==> src/rtl/okbtn_pkg.sv <==
// Shared constants and status-word bit placement for the button event capture block.
package okbtn_pkg;

    localparam int         STATUS_W                = 16;
    localparam logic [7:0] COUNT_MAX               = 8'd255;
    localparam int         DEFAULT_DEBOUNCE_CYCLES = 48000;

    // Debounced levels occupy the low bits of the status word, pending flags sit right above them.
    function automatic logic [3:0] level_bit(input int idx);
        return 4'(idx);
    endfunction

    function automatic logic [3:0] pending_bit(input int idx, input int nButtons);
        return 4'(nButtons + idx);
    endfunction

endpackage

==> src/rtl/debounce_cell.sv <==
// One button: two-flop synchronizer, stability counter, debounced level and a one-cycle rise pulse.
module debounce_cell #(
    parameter int DEBOUNCE_CYCLES = 4,
    parameter int CNT_W           = 16
) (
    input  logic i_clk,
    input  logic i_rst_n,
    input  logic i_button_raw,
    output logic o_level,
    output logic o_rise
);

    localparam logic [CNT_W-1:0] CNT_LAST = CNT_W'(DEBOUNCE_CYCLES - 1);

    logic             r_sync1;
    logic             r_sync2;
    logic [CNT_W-1:0] r_cnt;
    logic             r_level;
    logic             r_level_d;
    logic             w_pressed;

    // Raw pins are active-low, so idle flops sit at 1 and the inverted output reads "not pressed".
    assign w_pressed = ~r_sync2;

    always_ff @(posedge i_clk) begin
        if (!i_rst_n) begin
            r_sync1 <= 1'b1;
            r_sync2 <= 1'b1;
        end else begin
            r_sync1 <= i_button_raw;
            r_sync2 <= r_sync1;
        end
    end

    // Any return to the accepted level restarts the stability count from zero.
    always_ff @(posedge i_clk) begin
        if (!i_rst_n) begin
            r_cnt   <= '0;
            r_level <= 1'b0;
        end else if (w_pressed == r_level) begin
            r_cnt   <= '0;
        end else if (r_cnt == CNT_LAST) begin
            r_level <= w_pressed;
            r_cnt   <= '0;
        end else begin
            r_cnt   <= r_cnt + 1'b1;
        end
    end

    always_ff @(posedge i_clk) begin
        if (!i_rst_n) begin
            r_level_d <= 1'b0;
        end else begin
            r_level_d <= r_level;
        end
    end

    assign o_level = r_level;
    assign o_rise  = r_level & ~r_level_d;

endmodule

==> src/rtl/button_event_capture.sv <==
// Debounced button levels, sticky press flags and saturating press counters for host WireOut readback.
module button_event_capture
    import okbtn_pkg::*;
#(
    parameter int N_BUTTONS       = 2,
    parameter int DEBOUNCE_CYCLES = DEFAULT_DEBOUNCE_CYCLES,
    parameter int CNT_W           = 16
) (
    input  logic                   ti_clk,
    input  logic                   rst_n,
    input  logic [N_BUTTONS-1:0]   button_raw,
    input  logic                   clr_in,
    output logic [N_BUTTONS-1:0]   level,
    output logic [N_BUTTONS-1:0]   pending,
    output logic [8*N_BUTTONS-1:0] press_count,
    output logic [STATUS_W-1:0]    status_word
);

    logic [N_BUTTONS-1:0] w_level;
    logic [N_BUTTONS-1:0] w_rise;
    logic [N_BUTTONS-1:0] r_pending;
    logic [7:0]           r_count [N_BUTTONS];
    logic                 r_clr_d;
    logic                 w_clr;
    logic [STATUS_W-1:0]  w_status;

    for (genvar g = 0; g < N_BUTTONS; g++) begin : g_cell
        debounce_cell #(
            .DEBOUNCE_CYCLES(DEBOUNCE_CYCLES),
            .CNT_W          (CNT_W)
        ) u_cell (
            .i_clk       (ti_clk),
            .i_rst_n     (rst_n),
            .i_button_raw(button_raw[g]),
            .o_level     (w_level[g]),
            .o_rise      (w_rise[g])
        );
        assign press_count[8*g +: 8] = r_count[g];
    end

    // A WireIn bit left high must clear only once, so act on its rising edge.
    always_ff @(posedge ti_clk) begin
        if (!rst_n) begin
            r_clr_d <= 1'b0;
        end else begin
            r_clr_d <= clr_in;
        end
    end

    assign w_clr = clr_in & ~r_clr_d;

    // A press landing with a clear counts as the first press after that clear.
    always_ff @(posedge ti_clk) begin
        if (!rst_n) begin
            r_pending <= '0;
            for (int i = 0; i < N_BUTTONS; i++) begin
                r_count[i] <= 8'd0;
            end
        end else begin
            for (int i = 0; i < N_BUTTONS; i++) begin
                if (w_rise[i]) begin
                    r_pending[i] <= 1'b1;
                    if (w_clr) begin
                        r_count[i] <= 8'd1;
                    end else if (r_count[i] != COUNT_MAX) begin
                        r_count[i] <= r_count[i] + 8'd1;
                    end
                end else if (w_clr) begin
                    r_pending[i] <= 1'b0;
                    r_count[i]   <= 8'd0;
                end
            end
        end
    end

    always_comb begin
        w_status = '0;
        for (int i = 0; i < N_BUTTONS; i++) begin
            w_status[level_bit(i)]              = w_level[i];
            w_status[pending_bit(i, N_BUTTONS)] = r_pending[i];
        end
    end

    assign level       = w_level;
    assign pending     = r_pending;
    assign status_word = w_status;

endmodule

==> config.mk <==
export PLATFORM = sky130hd
export DESIGN_NAME = button_event_capture
export DESIGN_NICKNAME = d
export VERILOG_FILES = /design/src/rtl/okbtn_pkg.sv /design/src/rtl/debounce_cell.sv /design/src/rtl/button_event_capture.sv
export SDC_FILE = /design/constraint.sdc
export NUM_CORES = 1
export LEC_CHECK = 0
export BUFFER_PORTS_ARGS = -buffer_cell sky130_fd_sc_hd__buf_2
export CAP_MARGIN = 20
export CORE_UTILIZATION = 39
export CTS_BUF_LIST = sky130_fd_sc_hd__clkbuf_2
export CTS_CLUSTER_SIZE = 40
export DETAILED_ROUTE_END_ITERATION = 12
export PLACE_DENSITY = 0.62
export SYNTH_ARGS = -nofsm -noshare
export SYNTH_HDL_FRONTEND = slang
export SYNTH_SLANG_ARGS = --single-unit
==> constraint.sdc <==
create_clock -name ti_clk -period 2.55 [get_ports ti_clk]
set_input_delay 0.6375 -clock ti_clk [delete_from_list [all_inputs] [get_ports ti_clk]]
set_output_delay 0.6375 -clock ti_clk [all_outputs]
set_load 0.03 [all_outputs]
# Word level (Yosys, flattened, before mapping)
# Memories as Yosys holds them, arrays and structs flattened.
# Index checks and enable logic that the tools add are counted.
# totals
inputBits	5
mem_count	1
output_inout_bits	36
ff_bits	43
romBits	0
latchBits	0
elab_cells	80
mem_bits_rw	16
# classes
n_reduce_logical	6
bitwise	17
addsub	4
eq_ne	6
shifts	0
mux	33
mul	0
magnitude_cmp	0
div_mod_pow	0
# mem_list
memory	depth	width	rd	rd_ports_with_merged_regs	wr	line	source
r_count	2	8	2	0	2	button_event_capture.sv:22	logic [7:0] r_count [N_BUTTONS];
# op_table
cell	n
$mux W8	6
$add A16 B1 Y16 const B	2
$eq A16 B16 Y1 const B	2
$mux W1	27
$add A8 B1 Y8 const B	2
$ne A8 B8 Y1 const B	2
$not A1 Y1	8
$or A1 B1 Y1	6
$reduce_or A3 Y1	2
$reduce_and A2 Y1	2
$reduce_bool A2 Y1	2
$and A1 B1 Y1	3
$eq A1 B1 Y1	2

# Longest topological paths before layout
# depth
ltp_word	9
depth_mapped	7
mapped_depth_nobuf	5

# Cells and area by module
# Synthesis repeated with hierarchy kept, for this count alone.
# unflattened
hier_cells	284
hier_area_um2	2839.0
# modules_own_cells
module	cells_each	area_each_um2	seq_area_each_um2	n_inst
debounce_cell	90	872.1	400.4	2
button_event_capture	104	1094.8	540.5	1

# Worst setup path after synthesis
# No wires, ideal clock.
# synth_path
path_kind	register to register
startpoint	mem r_count[1][0]
endpoint	mem r_count[1][0] (data pin)
setup_time_ps	274
setup_slack_ps	480
t_required_ps	2276
path_stages_with_launch	7
path_buffers	1
arrival_time_ps	1796
period_less_slack_ps	2070
cell_sequence	edfxtp_1 ha_1 nand3_1 o31ai_1 or3b_2 clkbuf_1 mux2i_1
# synth_rtl
item	line
from (decl)	button_event_capture.sv:22

==> run metrics <==
status=finished, violations left; failing checks=DRC; post-layout min period=around 2 ns; Worst Path Required=2.69 ns; Setup CP Type=reg -> reg; Synth cell types=37; Hold Path Depth=2; Die X-Extent=85.75 um; Min-Delay Startpoint=button_raw[1]; Internal=0.001432 W; maximum VDD drop=around 0.40 mV; core box area=6794 sq um; Final setup viols=0; vias in the first global route=1849; post-cts hold buffer count=0; Arr. time, crit path=2.11 ns; Ant. Diodes=0; Crit Reg-Reg Endpoint=r_count[0][5]; register bit count reported by yosys=59; Clock Pin Slew Worst Setup and Hold Paths=about 0.18 ns; Sw Pwr=0.0004564 W; Area Overhead vs Synth=11.30%; YS warnings=0; Final period util=between 70% and 80%; area taken by multi-input logic gates=1234 sq um; final WL=between 4000 and 5000 um; initial antenna violation count=0; DRT iter0 DRCs=between 50 and 60; register area=1341 sq um; worst reg2reg path startpoint=r_count[0][0]; highest metal used=met4; Primary FF master, synth=dfxtp_1; CTS buffer count=9; Setup crit start=r_count[0][0]; Gate power share=5.4%; M1 WL=2400 um; grt ovf=0; number of port buffers=28; worst-case clock skew=0.02328 ns; final weighted congestion in routability-driven placement=a little under 0.8; Hold Crit Class=in -> reg; CTS resizes=0; Seq/Total Area, Yosys=49.04%; Die Y=between 80 and 90 um; Via density=4.685; fmax=0.5075 GHz; share of cells above drive strength 1=15.48%; Root Buffer=clkbuf_2; DRC Markers=1; Async S/R FF share, synth=0%; Final nets=327; mean routed wirelength per cell=11.22 um; die area=7352 sq um; RSZ-0062 raised after global routing=no; dpl hpwl=3271 um; CP Max Fanout=8; maximum clock path buffer count=2; number of flops mapped to enable cells by yosys=16; Finished Cell Area=between 3000 and 4000 sq um; sequential share of power=~53%; met3 wire len=187 um; Syn Std Cell Area=2735 sq um; Synth Instances=~290; Post-DRT Antenna Nets=0; vias=~2000; postcts setup bufs=0; first-pass GRT wire length=8259 um; CTS tree=yes; largest net degree at the start of global routing=16; Clock Power Share=41.7%; drt first pass iters=8; fillcell total=just under 700; PD cells=approximately 620 nW/um^2; IO Pins=41; Slew headroom=60.48%; H-tree depth=3; sw frac=about a quarter; setup_tns=0 ns; R2R setup slack=~0.58 ns; Syn Area/Cell=9.399 sq um; Clock Sinks=59; Placed Area=2880 sq um; Min-Delay Endpoint=g_cell[1].u_cell.r_sync1; worst-case reg-to-reg path depth=4; Final Hold Viols=0; Worst Setup End Kind=flop; Setup crit start kind=flop; met2 WL=2050 um; num rows=30; All-Layer GR Usage=14.24%; Slew @ Worst Pin=0.5874 ns; max_cap viols=0; clk_lat worst skew=0.47 ns; Slew Limit Fails=0; Static Leak=1.054 nW; Initial Utilization=40.26%
## cell type report
type | instances | share of cell area (%)
Sequential cell | 59 | 44.06
Multi-Input combinational cell | 209 | 40.53
Timing Repair Buffer | 29 | 4.850
Tap cell | 96 | 3.946
Clock inverter | 6 | 3.740
Clock buffer | 10 | 1.644
Inverter | 10 | 1.233
## logic make-up after synthesis
logic type,count (synthesis),share of synthesized area (%)
mux,2,0.7320
buf+inv,34,7.365
xor+xnor,41,13.13
fa+ha+maj,4,1.830
simple gates,138,24.84
compound gates,12,2.928
other cells,1,0.1371
flops,59,49.04
## Yosys cell counts (all sizes together), types with 3 or more instances
master / n / area share, %
ha: 4 / 1.8
nand3: 14 / 2.9
clkbuf: 3 / 0.41
inv: 10 / 1.4
xnor2: 30 / 9.6
xor2: 11 / 3.5
nand4: 13 / 3.0
and2: 3 / 0.69
nor2: 53 / 7.3
nand2b: 6 / 1.4
edfxtp: 16 / 18
dfxtp: 43 / 31
nor3: 9 / 1.6
a21oi: 5 / 0.91
buf: 21 / 5.6
nor4: 9 / 2.3
nand2: 21 / 2.9
## power by group through the flow
stage | registers [W] | clock network [W] | logic [W]
after floorplan | 0.00104 | 0 | 0.0000690
after global placement | 0.00102 | 0 | 0.000104
after detailed placement | 0.00102 | 0 | 0.000103
after CTS | 0.000998 | 0.000807 | 0.000104
after global routing | 0.00100 | 0.000852 | 0.000112
final | 0.000998 | 0.000788 | 0.000103
## state kept, by name (all words and copies together) (netlist names)
| signal | cells |
|---|---|
| g_cell.u_cell.r_cnt | 32 |
| r_count | 16 |
| g_cell.u_cell.o_level | 2 |
| g_cell.u_cell.r_level_d | 2 |
| g_cell.u_cell.r_sync1 | 2 |
| g_cell.u_cell.r_sync2 | 2 |
| pending | 2 |
| r_clr_d | 1 |
## placed cells by master (no fill, tap or decap), drive strengths merged
| cell type | Yosys | routed |
|---|---|---|
| inv | 10 | 10 |
| clkinvlp | 0 | 2 |
| o32ai | 1 | 1 |
| edfxtp | 16 | 16 |
| a41oi | 1 | 1 |
| a32oi | 1 | 1 |
| nand2b | 6 | 6 |
| clkinv | 0 | 1 |
| mux2i | 2 | 2 |
| xor2 | 11 | 11 |
| or2 | 1 | 1 |
| and4 | 1 | 1 |
| and3 | 2 | 2 |
| o21ai | 1 | 1 |
| or4b | 1 | 1 |
| o31ai | 1 | 1 |
| nand3 | 14 | 14 |
| clkbuf | 3 | 10 |
| or3 | 1 | 1 |
| nor2b | 2 | 2 |
| or4 | 1 | 1 |
| ha | 4 | 4 |
| xnor2 | 30 | 30 |
| nand2 | 21 | 21 |
| nor4 | 9 | 9 |
| nand4 | 13 | 13 |
| a21oi | 5 | 5 |
| nor3 | 9 | 9 |
| or3b | 1 | 1 |
| a21o | 1 | 1 |
| a311oi | 1 | 1 |
| bufinv | 0 | 3 |
| and2 | 3 | 3 |
| conb | 1 | 12 |
| dfxtp | 43 | 43 |
| buf | 21 | 29 |
| nor2 | 53 | 53 |
## per-layer routing
metal	GRT usage (%)	up-vias
li1	-	1014
met5	0	-
met2	21.24	43
met1	18.86	900
met3	3.946	6
met4	7.424	0
## worst max-delay path: stages (launching register included)
cell and delay (ns):
edfxtp_1 0.49, ha_1 0.27, and4_1 0.17, a41oi_1 0.32, nand2b_1 0.39
## per-stage QoR
| step | std cells | power, W | setup WS (ns) | util, % | hold slack, ns |
|---|---|---|---|---|---|
| global route | 419 | 0.001966 | 0.4249 | 44.81 | 0.3294 |
| global placement | 403 | 0.001121 | 0.6136 | 42.39 | 0.3904 |
| detailed placement | 403 | 0.001121 | 0.5783 | 42.39 | 0.3948 |
| finish | 419 | 0.001889 | 0.5795 | 44.81 | 0.3662 |
| CTS | 419 | 0.001909 | 0.5672 | 44.81 | 0.3341 |
| floorplan | 302 | 0.001110 | 0.4802 | - | 0.3863 |
## worst max path at each step
stage                               end  slack, ns
after floorplan           r_count[1][0]       0.48
after global placement    r_count[1][0]       0.61
after detailed placement  r_count[1][0]       0.58
after CTS                 r_count[0][5]       0.57
after global routing      r_count[0][6]       0.42
final                     r_count[0][5]       0.58
Power figures use the tool's default switching activity.
